===== src/rtl/gray_code_pipe.sv =====
// gray_code_pipe: pipelined bidirectional Gray/binary converter with a
// valid/ready handshake on both sides and a Gray pointer step-integrity check.
//
// Ports:
//   clk, rst      rising-edge clock, synchronous active-high reset
//   in_valid      input beat valid
//   in_ready      block can accept an input beat (combinational from out_ready)
//   in_mode       0 = binary->Gray, 1 = Gray->binary
//   in_data       value to convert
//   out_valid     output beat valid
//   out_ready     downstream accepts the output beat
//   out_data      converted value
//   out_mode      in_mode carried with the beat
//   out_step_err  beat's Gray input differed from the previous Gray input in >1 bit
//   err_count     saturating count of delivered step-error beats
module gray_code_pipe #(
   parameter int unsigned SIZE   = 4,
   parameter int unsigned STAGES = 2,
   parameter int unsigned CNT_W  = 8
) (
   input  logic             clk,
   input  logic             rst,
   input  logic             in_valid,
   output logic             in_ready,
   input  logic             in_mode,
   input  logic [SIZE-1:0]  in_data,
   output logic             out_valid,
   input  logic             out_ready,
   output logic [SIZE-1:0]  out_data,
   output logic             out_mode,
   output logic             out_step_err,
   output logic [CNT_W-1:0] err_count
);

   typedef struct packed {
      logic            mode;
      logic            step_err;
      logic [SIZE-1:0] data;
   } beat_t;

   beat_t             slot_q [STAGES];
   logic [STAGES-1:0] valid_q;
   logic [STAGES-1:0] ld;
   logic [SIZE-1:0]   hist_q;
   logic              hist_valid_q;
   logic [CNT_W-1:0]  err_count_q;

   logic [SIZE-1:0]   conv;
   logic [SIZE-1:0]   diff;
   logic              acc;
   logic              step_err;
   beat_t             in_beat;

   // Conversion is done fully at the input so every slot already holds the
   // exact result; the later stages are pure retiming.
   always_comb begin
      conv = '0;
      acc  = 1'b0;
      if (!in_mode) begin
         conv = in_data ^ (in_data >> 1);
      end else begin
         for (int i = int'(SIZE) - 1; i >= 0; i--) begin
            acc     = acc ^ in_data[i];
            conv[i] = acc;
         end
      end
   end

   // More than one differing bit <=> clearing the lowest set bit leaves a residue.
   always_comb begin
      diff     = in_data ^ hist_q;
      step_err = in_mode && hist_valid_q && (|(diff & (diff - SIZE'(1))));
   end

   always_comb begin
      in_beat          = '0;
      in_beat.mode     = in_mode;
      in_beat.step_err = step_err;
      in_beat.data     = conv;
   end

   // Slot k may load when it is empty or its occupant moves on this cycle.
   always_comb begin
      ld = '0;
      ld[STAGES-1] = !valid_q[STAGES-1] || out_ready;
      for (int k = int'(STAGES) - 2; k >= 0; k--) begin
         ld[k] = !valid_q[k] || ld[k+1];
      end
   end

   assign in_ready = ld[0];

   // Pipeline slots, Gray history and error counter.
   always_ff @(posedge clk) begin
      if (rst) begin
         valid_q      <= '0;
         for (int k = 0; k < int'(STAGES); k++) begin
            slot_q[k] <= '0;
         end
         hist_q       <= '0;
         hist_valid_q <= 1'b0;
         err_count_q  <= '0;
      end else begin
         if (ld[0]) begin
            valid_q[0] <= in_valid;
            if (in_valid) begin
               slot_q[0] <= in_beat;
            end
         end
         for (int k = 1; k < int'(STAGES); k++) begin
            if (ld[k]) begin
               valid_q[k] <= valid_q[k-1];
               if (valid_q[k-1]) begin
                  slot_q[k] <= slot_q[k-1];
               end
            end
         end
         if (in_valid && ld[0] && in_mode) begin
            hist_q       <= in_data;
            hist_valid_q <= 1'b1;
         end
         if (valid_q[STAGES-1] && out_ready && slot_q[STAGES-1].step_err &&
             (err_count_q != '1)) begin
            err_count_q <= err_count_q + CNT_W'(1);
         end
      end
   end

   assign out_valid    = valid_q[STAGES-1];
   assign out_data     = slot_q[STAGES-1].data;
   assign out_mode     = slot_q[STAGES-1].mode;
   assign out_step_err = slot_q[STAGES-1].step_err;
   assign err_count    = err_count_q;

endmodule


===== config.mk =====
export PLATFORM = sky130hd
export DESIGN_NAME = gray_code_pipe
export DESIGN_NICKNAME = d
export VERILOG_FILES = /design/src/rtl/gray_code_pipe.sv
export SDC_FILE = /design/constraint.sdc
export NUM_CORES = 1
export LEC_CHECK = 0
export BUFFER_PORTS_ARGS = -buffer_cell sky130_fd_sc_hd__buf_2
export CELL_PAD_IN_SITES_DETAIL_PLACEMENT = 0
export CELL_PAD_IN_SITES_GLOBAL_PLACEMENT = 1
export CORE_UTILIZATION = 35
export DETAILED_ROUTE_END_ITERATION = 10
export PLACE_DENSITY = 0.72
export SETUP_SLACK_MARGIN = 0.2
export SKIP_CTS_REPAIR_TIMING = 1
export SYNTH_ARGS = -nofsm -noshare
export SYNTH_HDL_FRONTEND = slang
export SYNTH_SLANG_ARGS = --single-unit

===== constraint.sdc =====
create_clock -name clk -period 1.7 [get_ports clk]
set_clock_uncertainty 0.15 [all_clocks]
set_input_delay 0.34 -clock clk [delete_from_list [all_inputs] [get_ports clk]]
set_output_delay 0.34 -clock clk [all_outputs]
set_load 0.05 [all_outputs]

==> summary.md, run 1 <==
| Metric | Value |
|---|---|
| Run status | `complete, but fails checks` |
| Violations in the final reports | `setup timing` |
| Unrepaired setup endpoints after global routing | `yes` |
| Reg2reg start | `valid_q[1]` |
| Power density over the cells | `between 700 and 800 mW/mm^2` |
| Switching power | `between 0.3 and 0.4 mW` |
| Final Cycle Share | `102.2%` |
| Kind of cell adding the most delay to the critical path | `flip-flops` |
| End of the worst register-to-register path | `slot_q[0][4]` |
| Post-synth EDFFs | `12` |
| Synth warnings | `0` |
| Achievable frequency | `between 0.5 and 0.6 GHz` |
| Max capacitance violation total | `0` |
| Vias in the first global route | `between 700 and 800` |
| Cell count of the worst hold path | `3` |
| Startpoint of the worst setup timing path | `valid_q[1]` |
| Worst hold margin | `0.1334 ns` |
| Number of I/O pins | `25` |
| Post-layout net count | `about 160` |
| Leading cell type by number of instances after synthesis | `sky130_fd_sc_hd__nor2_1` |
| Transition at the pin with the smallest max-transition slack | `between 0.2 and 0.3 ns` |
| Setup WS pre-CTS | `~0.050 ns` |
| Worst path bufs/invs | `2` |
| Logic gate share of total power | `roughly 15%` |
| WS Path Type | `reg -> out` |
| Clock network latency to the later pin of the worst-skew pair | `between 0.3 and 0.4 ns` |
| Sum of negative setup slack | `-0.03706 ns` |
| Post-route ant nets | `0` |
| Critical Path End Type | `output port` |
| Share of power burned in the clock network | `a little under a quarter` |
| Number of buffers on the longest clock path | `2` |
| Peak VDD IR | `around 230 uV` |
| End point of the most critical hold path | `hist_q[0]` |
| Register-to-register path setup slack | `around 0.010 ns` |
| Layout overhead on the synthesized area | `27.05%` |
| Routed WL per cell | `about 11 um` |
| Number of buffers created by CTS | `3` |
| Critical path startpoint category | `register` |
| Part of the Yosys area used for sequential elements | `around 53%` |
| Final Wtd Congestion | `approximately 0.77` |
| Non-filler instance count after layout | `about 200` |
| Initial core utilization | `36.99%` |
| Total detailed-routing wirelength | `roughly 2200 um` |
| DR DRC count | `0` |
| Highest cell delay on the worst timing path | `0.39 ns` |
| Ratio of routed vias to standard cells | `~4.6` |
| Dominant register cell in the synthesized netlist | `sky130_fd_sc_hd__dfxtp_1` |
| Initial antenna violation count | `0` |
| Post-synth ARST share | `0%` |
| Overall die width | `61.85 um` |
| Synth area leader | `sky130_fd_sc_hd__edfxtp_1` |
| Post-Synthesis Mean Instance Area | `~10 um^2` |
| CP cell instances | `and3b_2 -> clkinvlp_4 -> buf_6` |
| Ranking of synthesized cells by instance count | `18 x sky130_fd_sc_hd__nor2_1, 15 x sky130_fd_sc_hd__dfxtp_1, 12 x sky130_fd_sc_hd__edfxtp_1, 8 x sky130_fd_sc_hd__and2_1` |
| Number of cells produced by synthesis | `between 100 and 150` |
| Area share of the largest cell type after synthesis | `between 20 and 30%` |
| Tightest slew margin relative to the limit | `82.37%` |
| Internal power contribution | `0.8613 mW` |
| Worst min path class | `in -> reg` |
| CTS H-tree depth | `1` |
| Number of input and output port buffers inserted | `24` |
| Flip-flop and latch count after synthesis | `27` |
| 1st-pass router iterations | `4` |
| Part of the power in registers | `61.1%` |
| Cell area after placement | `approximately 0.0015 mm^2` |
| Iteration-0 DRC Markers | `29` |
| TritonCTS clock tree | `yes` |
| Post-route worst setup slack | `-0.03706 ns` |
| P_leak | `0.6647 nW` |
| Detailed placement HPWL | `1670 um` |
| CP arrival | `roughly 1.3 ns` |
| Final period demand of the worst path | `1.737 ns` |
| Y dimension of the die | `between 60 and 70 um` |
| Setup-failing EPs final | `1` |
| Detailed-route via count | `between 900 and 1000` |
| Synth Cell Area | `between 0.001 and 0.0015 mm^2` |
| Overflow left after global routing | `0` |
| Number of failing hold endpoints at the final stage | `0` |
| Master cell of the clock root buffer | `sky130_fd_sc_hd__clkbuf_4` |
| Net switching fraction of the power | `between 20% and 30%` |
| Antenna Diode Count | `0` |
| Final count of pins violating max slew | `0` |
| Clk sink count | `27` |
| Fillers | `around 330` |
| Fraction of layout instances using a drive strength above 1 | `40.00%` |
| Cell count after placement | `187` |
| Pin count of the biggest net entering global routing | `17` |
| Final design instance area without fill | `between 0.0015 and 0.002 mm^2` |
| Std cell rows | `21` |
| Data required time at the worst endpoint | `1.21 ns` |
| Path depth of the worst reg2reg path | `5` |
| Critical hold path startpoint | `in_data[0]` |
| Number of nets in the synthesized netlist | `between 100 and 150` |
| Clock-pin slew on the worst setup and hold paths | `~0.15 ns` |
| Cell at the slowest stage of the critical path | `sky130_fd_sc_hd__dfxtp_4` |
| Count of unique library cells instantiated by Yosys | `33` |
| Area of the core region | `between 0.003 and 0.004 mm^2` |
| Global-route wire length before repair | `roughly 3400 um` |
| Maximum fanout along the worst path | `5` |
| Cells taking the most area after synthesis | `sky130_fd_sc_hd__edfxtp_1 29%, sky130_fd_sc_hd__dfxtp_1 24%, sky130_fd_sc_hd__nor2_1 5.4%` |
| Die area | `between 0.003 and 0.004 mm^2` |
| Overall track demand over capacity in global routing | `between 10% and 20%` |
-- cell type report --
cell class              count  area (um^2)  area share [%]
clock buffers               3        22.52           1.414
clock inverters             1        7.507          0.4713
inverters                   4        18.77           1.178
multi-input cells          84        598.1           37.55
flip-flops and latches     27        683.2           42.89
well taps                  46        57.56           3.614
repair buffers             31        205.2           12.88
-- routing by layer --
layer	wire length, um	GRT usage (%)	up-vias
met1	1089	16.43	417
met3	85	2.899	2
met5	0	0	-
li1	-	-	473
met2	1038	19.05	19
met4	19	6.984	0
-- state kept, by name, indices dropped and copies added (netlist names) --
signal / cells
valid_q: 2
hist_q: 4
err_count: 8
slot_q: 12
hist_valid_q: 1
-- worst min-delay path, stage by stage --
cell	delay, ns
sky130_fd_sc_hd__buf_2	0.11
sky130_fd_sc_hd__mux2i_1	0.07
sky130_fd_sc_hd__nor2_1	0.07
-- stage by stage --
step / power, mW / util, %
finish: 1.181 / 46.99
global route: 1.236 / 46.99
global placement: 0.9043 / 43.19
floorplan: 0.8708 / -
detailed placement: 0.9081 / 43.19
CTS: 1.192 / 44.08
-- kinds of logic (layout without fill, tap and decap cells) --
family | after synthesis | after routing | share of synthesized area [%]
AOI/OAI and AO/OA | 14 | 14 | 7.085
xor gates and xnor gates | 9 | 9 | 6.287
muxes | 7 | 7 | 5.689
DFF | 27 | 27 | 52.70
buffers and inverters | 10 | 39 | 4.192
adders and majority gates | 1 | 1 | 0.9978
and+or+nand+nor | 53 | 53 | 23.05
-- power by group through the flow --
stage | clock, mW | sequential (mW) | combinational (mW)
after floorplan | 0 | 0.754 | 0.117
after global placement | 0 | 0.736 | 0.168
after detailed placement | 0 | 0.738 | 0.170
after CTS | 0.298 | 0.723 | 0.170
after global routing | 0.319 | 0.726 | 0.190
final | 0.282 | 0.721 | 0.177
-- placed cells by master, fill, tap and decap left out, drive strengths merged, types with 4 or more instances in the layout --
master | Yosys | routed
buf | 4 | 25
nor2 | 19 | 19
dfxtp | 15 | 15
edfxtp | 12 | 12
clkbuf | 2 | 9
and2 | 8 | 8
mux2i | 6 | 6
nand2 | 6 | 6
xnor2 | 5 | 5
xor2 | 4 | 4
nor3 | 4 | 4
-- worst max-delay path by stage --
stage,to,slack [ns],depth (start not counted)
floorplan,err_count[5],-0.01,4
global placement,slot_q[0][4],0.08,5
detailed placement,slot_q[0][8],0.05,4
CTS,in_ready,-0.17,3
global route,in_ready,-0.1,3
finish,in_ready,-0.04,3
Power figures use the tool's default switching activity.
==> inputs of run 2 (changes only) <==
--- a/config.mk
+++ b/config.mk
@@ -6,11 +6,9 @@
 export NUM_CORES = 1
 export LEC_CHECK = 0
 export BUFFER_PORTS_ARGS = -buffer_cell sky130_fd_sc_hd__buf_2
-export CELL_PAD_IN_SITES_DETAIL_PLACEMENT = 0
-export CELL_PAD_IN_SITES_GLOBAL_PLACEMENT = 1
 export CORE_UTILIZATION = 35
 export DETAILED_ROUTE_END_ITERATION = 10
-export PLACE_DENSITY = 0.72
+export PLACE_DENSITY = 0.59
 export SETUP_SLACK_MARGIN = 0.2
 export SKIP_CTS_REPAIR_TIMING = 1
 export SYNTH_ARGS = -nofsm -noshare
==> constraint.sdc (replaced) <==
create_clock -name clk -period 1.7 [get_ports clk]
set_clock_uncertainty 0.15 [all_clocks]
set_input_delay 0.17 -clock clk [delete_from_list [all_inputs] [get_ports clk]]
set_output_delay 0.17 -clock clk [all_outputs]
set_load 0.05 [all_outputs]
==> summary.md, run 2 (same netlist as run 1, synthesis figures left out) <==
| Metric | Value |
|---|---|
| Master cell of the clock root buffer | `sky130_fd_sc_hd__clkbuf_4` |
| Number of I/O pins | `25` |
| Final period demand of the worst path | `1.574 ns` |
| Worst min path class | `in -> reg` |
| Area of the core region | `0.003390 mm^2` |
| Critical path startpoint category | `register` |
| Cell at the slowest stage of the critical path | `sky130_fd_sc_hd__dfxtp_4` |
| Tightest slew margin relative to the limit | `between 80% and 90%` |
| Register with the most flip-flops | `slot_q` |
| Achievable frequency | `0.6354 GHz` |
| Final Wtd Congestion | `a little over 0.8` |
| Highest cell delay on the worst timing path | `around 0.38 ns` |
| Global-route wire length before repair | `~3500 um` |
| Clock-pin slew on the worst setup and hold paths | `between 0.1 and 0.15 ns` |
| Most frequent cells in the layout | `23 x sky130_fd_sc_hd__buf_2, 17 x sky130_fd_sc_hd__nor2_1, 12 x sky130_fd_sc_hd__edfxtp_1, 9 x sky130_fd_sc_hd__buf_4, 8 x sky130_fd_sc_hd__and2_1` |
| Max capacitance violation total | `0` |
| Data required time at the worst endpoint | `~1.4 ns` |
| Layout overhead on the synthesized area | `26.25%` |
| Area of the multi-input gates | `roughly 590 um^2` |
| Final count of pins violating max slew | `0` |
| Kind of cell adding the most delay to the critical path | `flip-flops` |
| Vias in the first global route | `808` |
| Transition at the pin with the smallest max-transition slack | `between 0.2 and 0.3 ns` |
| Sum of negative setup slack | `0 ns` |
| Iteration-0 DRC Markers | `33` |
| Max FFs per register | `12` |
| Run status | `complete, but fails checks` |
| CTS H-tree depth | `1` |
| Power density over the cells | `roughly 740 mW/mm^2` |
| Worst hold margin | `-0.0007102 ns` |
| Setup-failing EPs final | `0` |
| Fraction of layout instances using a drive strength above 1 | `39.87%` |
| Peak VDD IR | `410.0 uV` |
| WS Path Type | `reg -> out` |
| Number of failing hold endpoints at the final stage | `1` |
| Die area | `approximately 0.0038 mm^2` |
| Violations in the final reports | `hold timing` |
| Y dimension of the die | `61.85 um` |
| Ratio of routed vias to standard cells | `~4.6` |
| 1st-pass router iterations | `4` |
| Share of the core filled with cells | `a little under half` |
| Antenna Diode Count | `0` |
| CP cell instances | `and3b_2 -> clkinvlp_4 -> buf_6` |
| Number of input and output port buffers inserted | `24` |
| Pin count of the biggest net entering global routing | `16` |
| Initial core utilization | `between 30% and 40%` |
| Fillers | `about 310` |
| Unrepaired setup endpoints after global routing | `yes` |
| Maximum fanout along the worst path | `5` |
| Total detailed-routing wirelength | `2227 um` |
| CP arrival | `about 1.3 ns` |
| Detailed-route via count | `slightly above 900` |
| Routed WL per cell | `11.19 um` |
| Std cell rows | `21` |
| P_leak | `0.6965 nW` |
| Overall track demand over capacity in global routing | `roughly an eighth` |
| Critical Path End Type | `output port` |
| Post-route ant nets | `0` |
| Final Cycle Share | `between 90% and 100%` |
| Leading cell type in the layout, fill and taps excluded | `sky130_fd_sc_hd__buf_2` |
| Clk sink count | `27` |
| Sequential cell area | `approximately 700 um^2` |
| Number of buffers created by CTS | `3` |
| TritonCTS clock tree | `yes` |
| Overflow left after global routing | `0` |
| Detailed placement HPWL | `approximately 1700 um` |
| Worst path bufs/invs | `2` |
| Clock network latency to the later pin of the worst-skew pair | `0.31 ns` |
| Overall die width | `between 60 and 70 um` |
| Number of buffers on the longest clock path | `2` |
| DR DRC count | `0` |
| Post-layout net count | `~160` |
| Initial antenna violation count | `0` |
run 2: metrics by stage:
| stage | setup slack (ns) | total power [mW] | std cells | instance area [um^2] |
|---|---|---|---|---|
| final | 0.1262 | 1.167 | 199 | 1583 |
| after global placement | 0.1212 | 0.9065 | 187 | 1464 |
| after detailed placement | 0.1039 | 0.9092 | 187 | 1464 |
| after CTS | 0.006255 | 1.174 | 191 | 1491 |
| after global routing | 0.06921 | 1.221 | 199 | 1583 |
| after floorplan | -0.01242 | 0.8708 | 121 | 1309 |
run 2: layout make-up:
class | count | share of cell area [%]
clock buffer | 3 | 1.423
clock inverter | 1 | 0.3162
inverter | 4 | 1.186
multi-input combinational | 84 | 37.55
sequential | 27 | 43.00
tap | 46 | 3.636
timing repair buffer | 34 | 12.89
run 2: path summary, 6_finish.rpt:
path	from	endpoint	slack (ns)	cells past startpoint
max	valid_q[1]	in_ready	0.13	3
min	in_data[0]	hist_q[0]	-0.0007	3
max reg2reg	valid_q[1]	slot_q[0][4]	0.14	4
min reg2reg	hist_valid_q	hist_valid_q	0.31	2
run 2: worst register-to-register path: stages (launching register included):
cell and delay (ns):
sky130_fd_sc_hd__dfxtp_4 0.38, sky130_fd_sc_hd__and3b_2 0.25, sky130_fd_sc_hd__or3_4 0.42, sky130_fd_sc_hd__nor2_4 0.09, sky130_fd_sc_hd__and3_1 0.15
run 2: layer usage:
metal  global-route usage, %  share of wire (%)
met1                   17.66                 52
met2                   18.43                 43
met3                   2.899                4.4
met4                   5.714               0.67
met5                       0                  0
run 2: power breakdown:
part | switching [mW] | total [mW] | internal [mW]
Sequential | 0.0115 | 0.722 | 0.710
Clock | 0.181 | 0.269 | 0.0880
Combinational | 0.113 | 0.177 | 0.0633
Total | 0.306 | 1.17 | 0.861
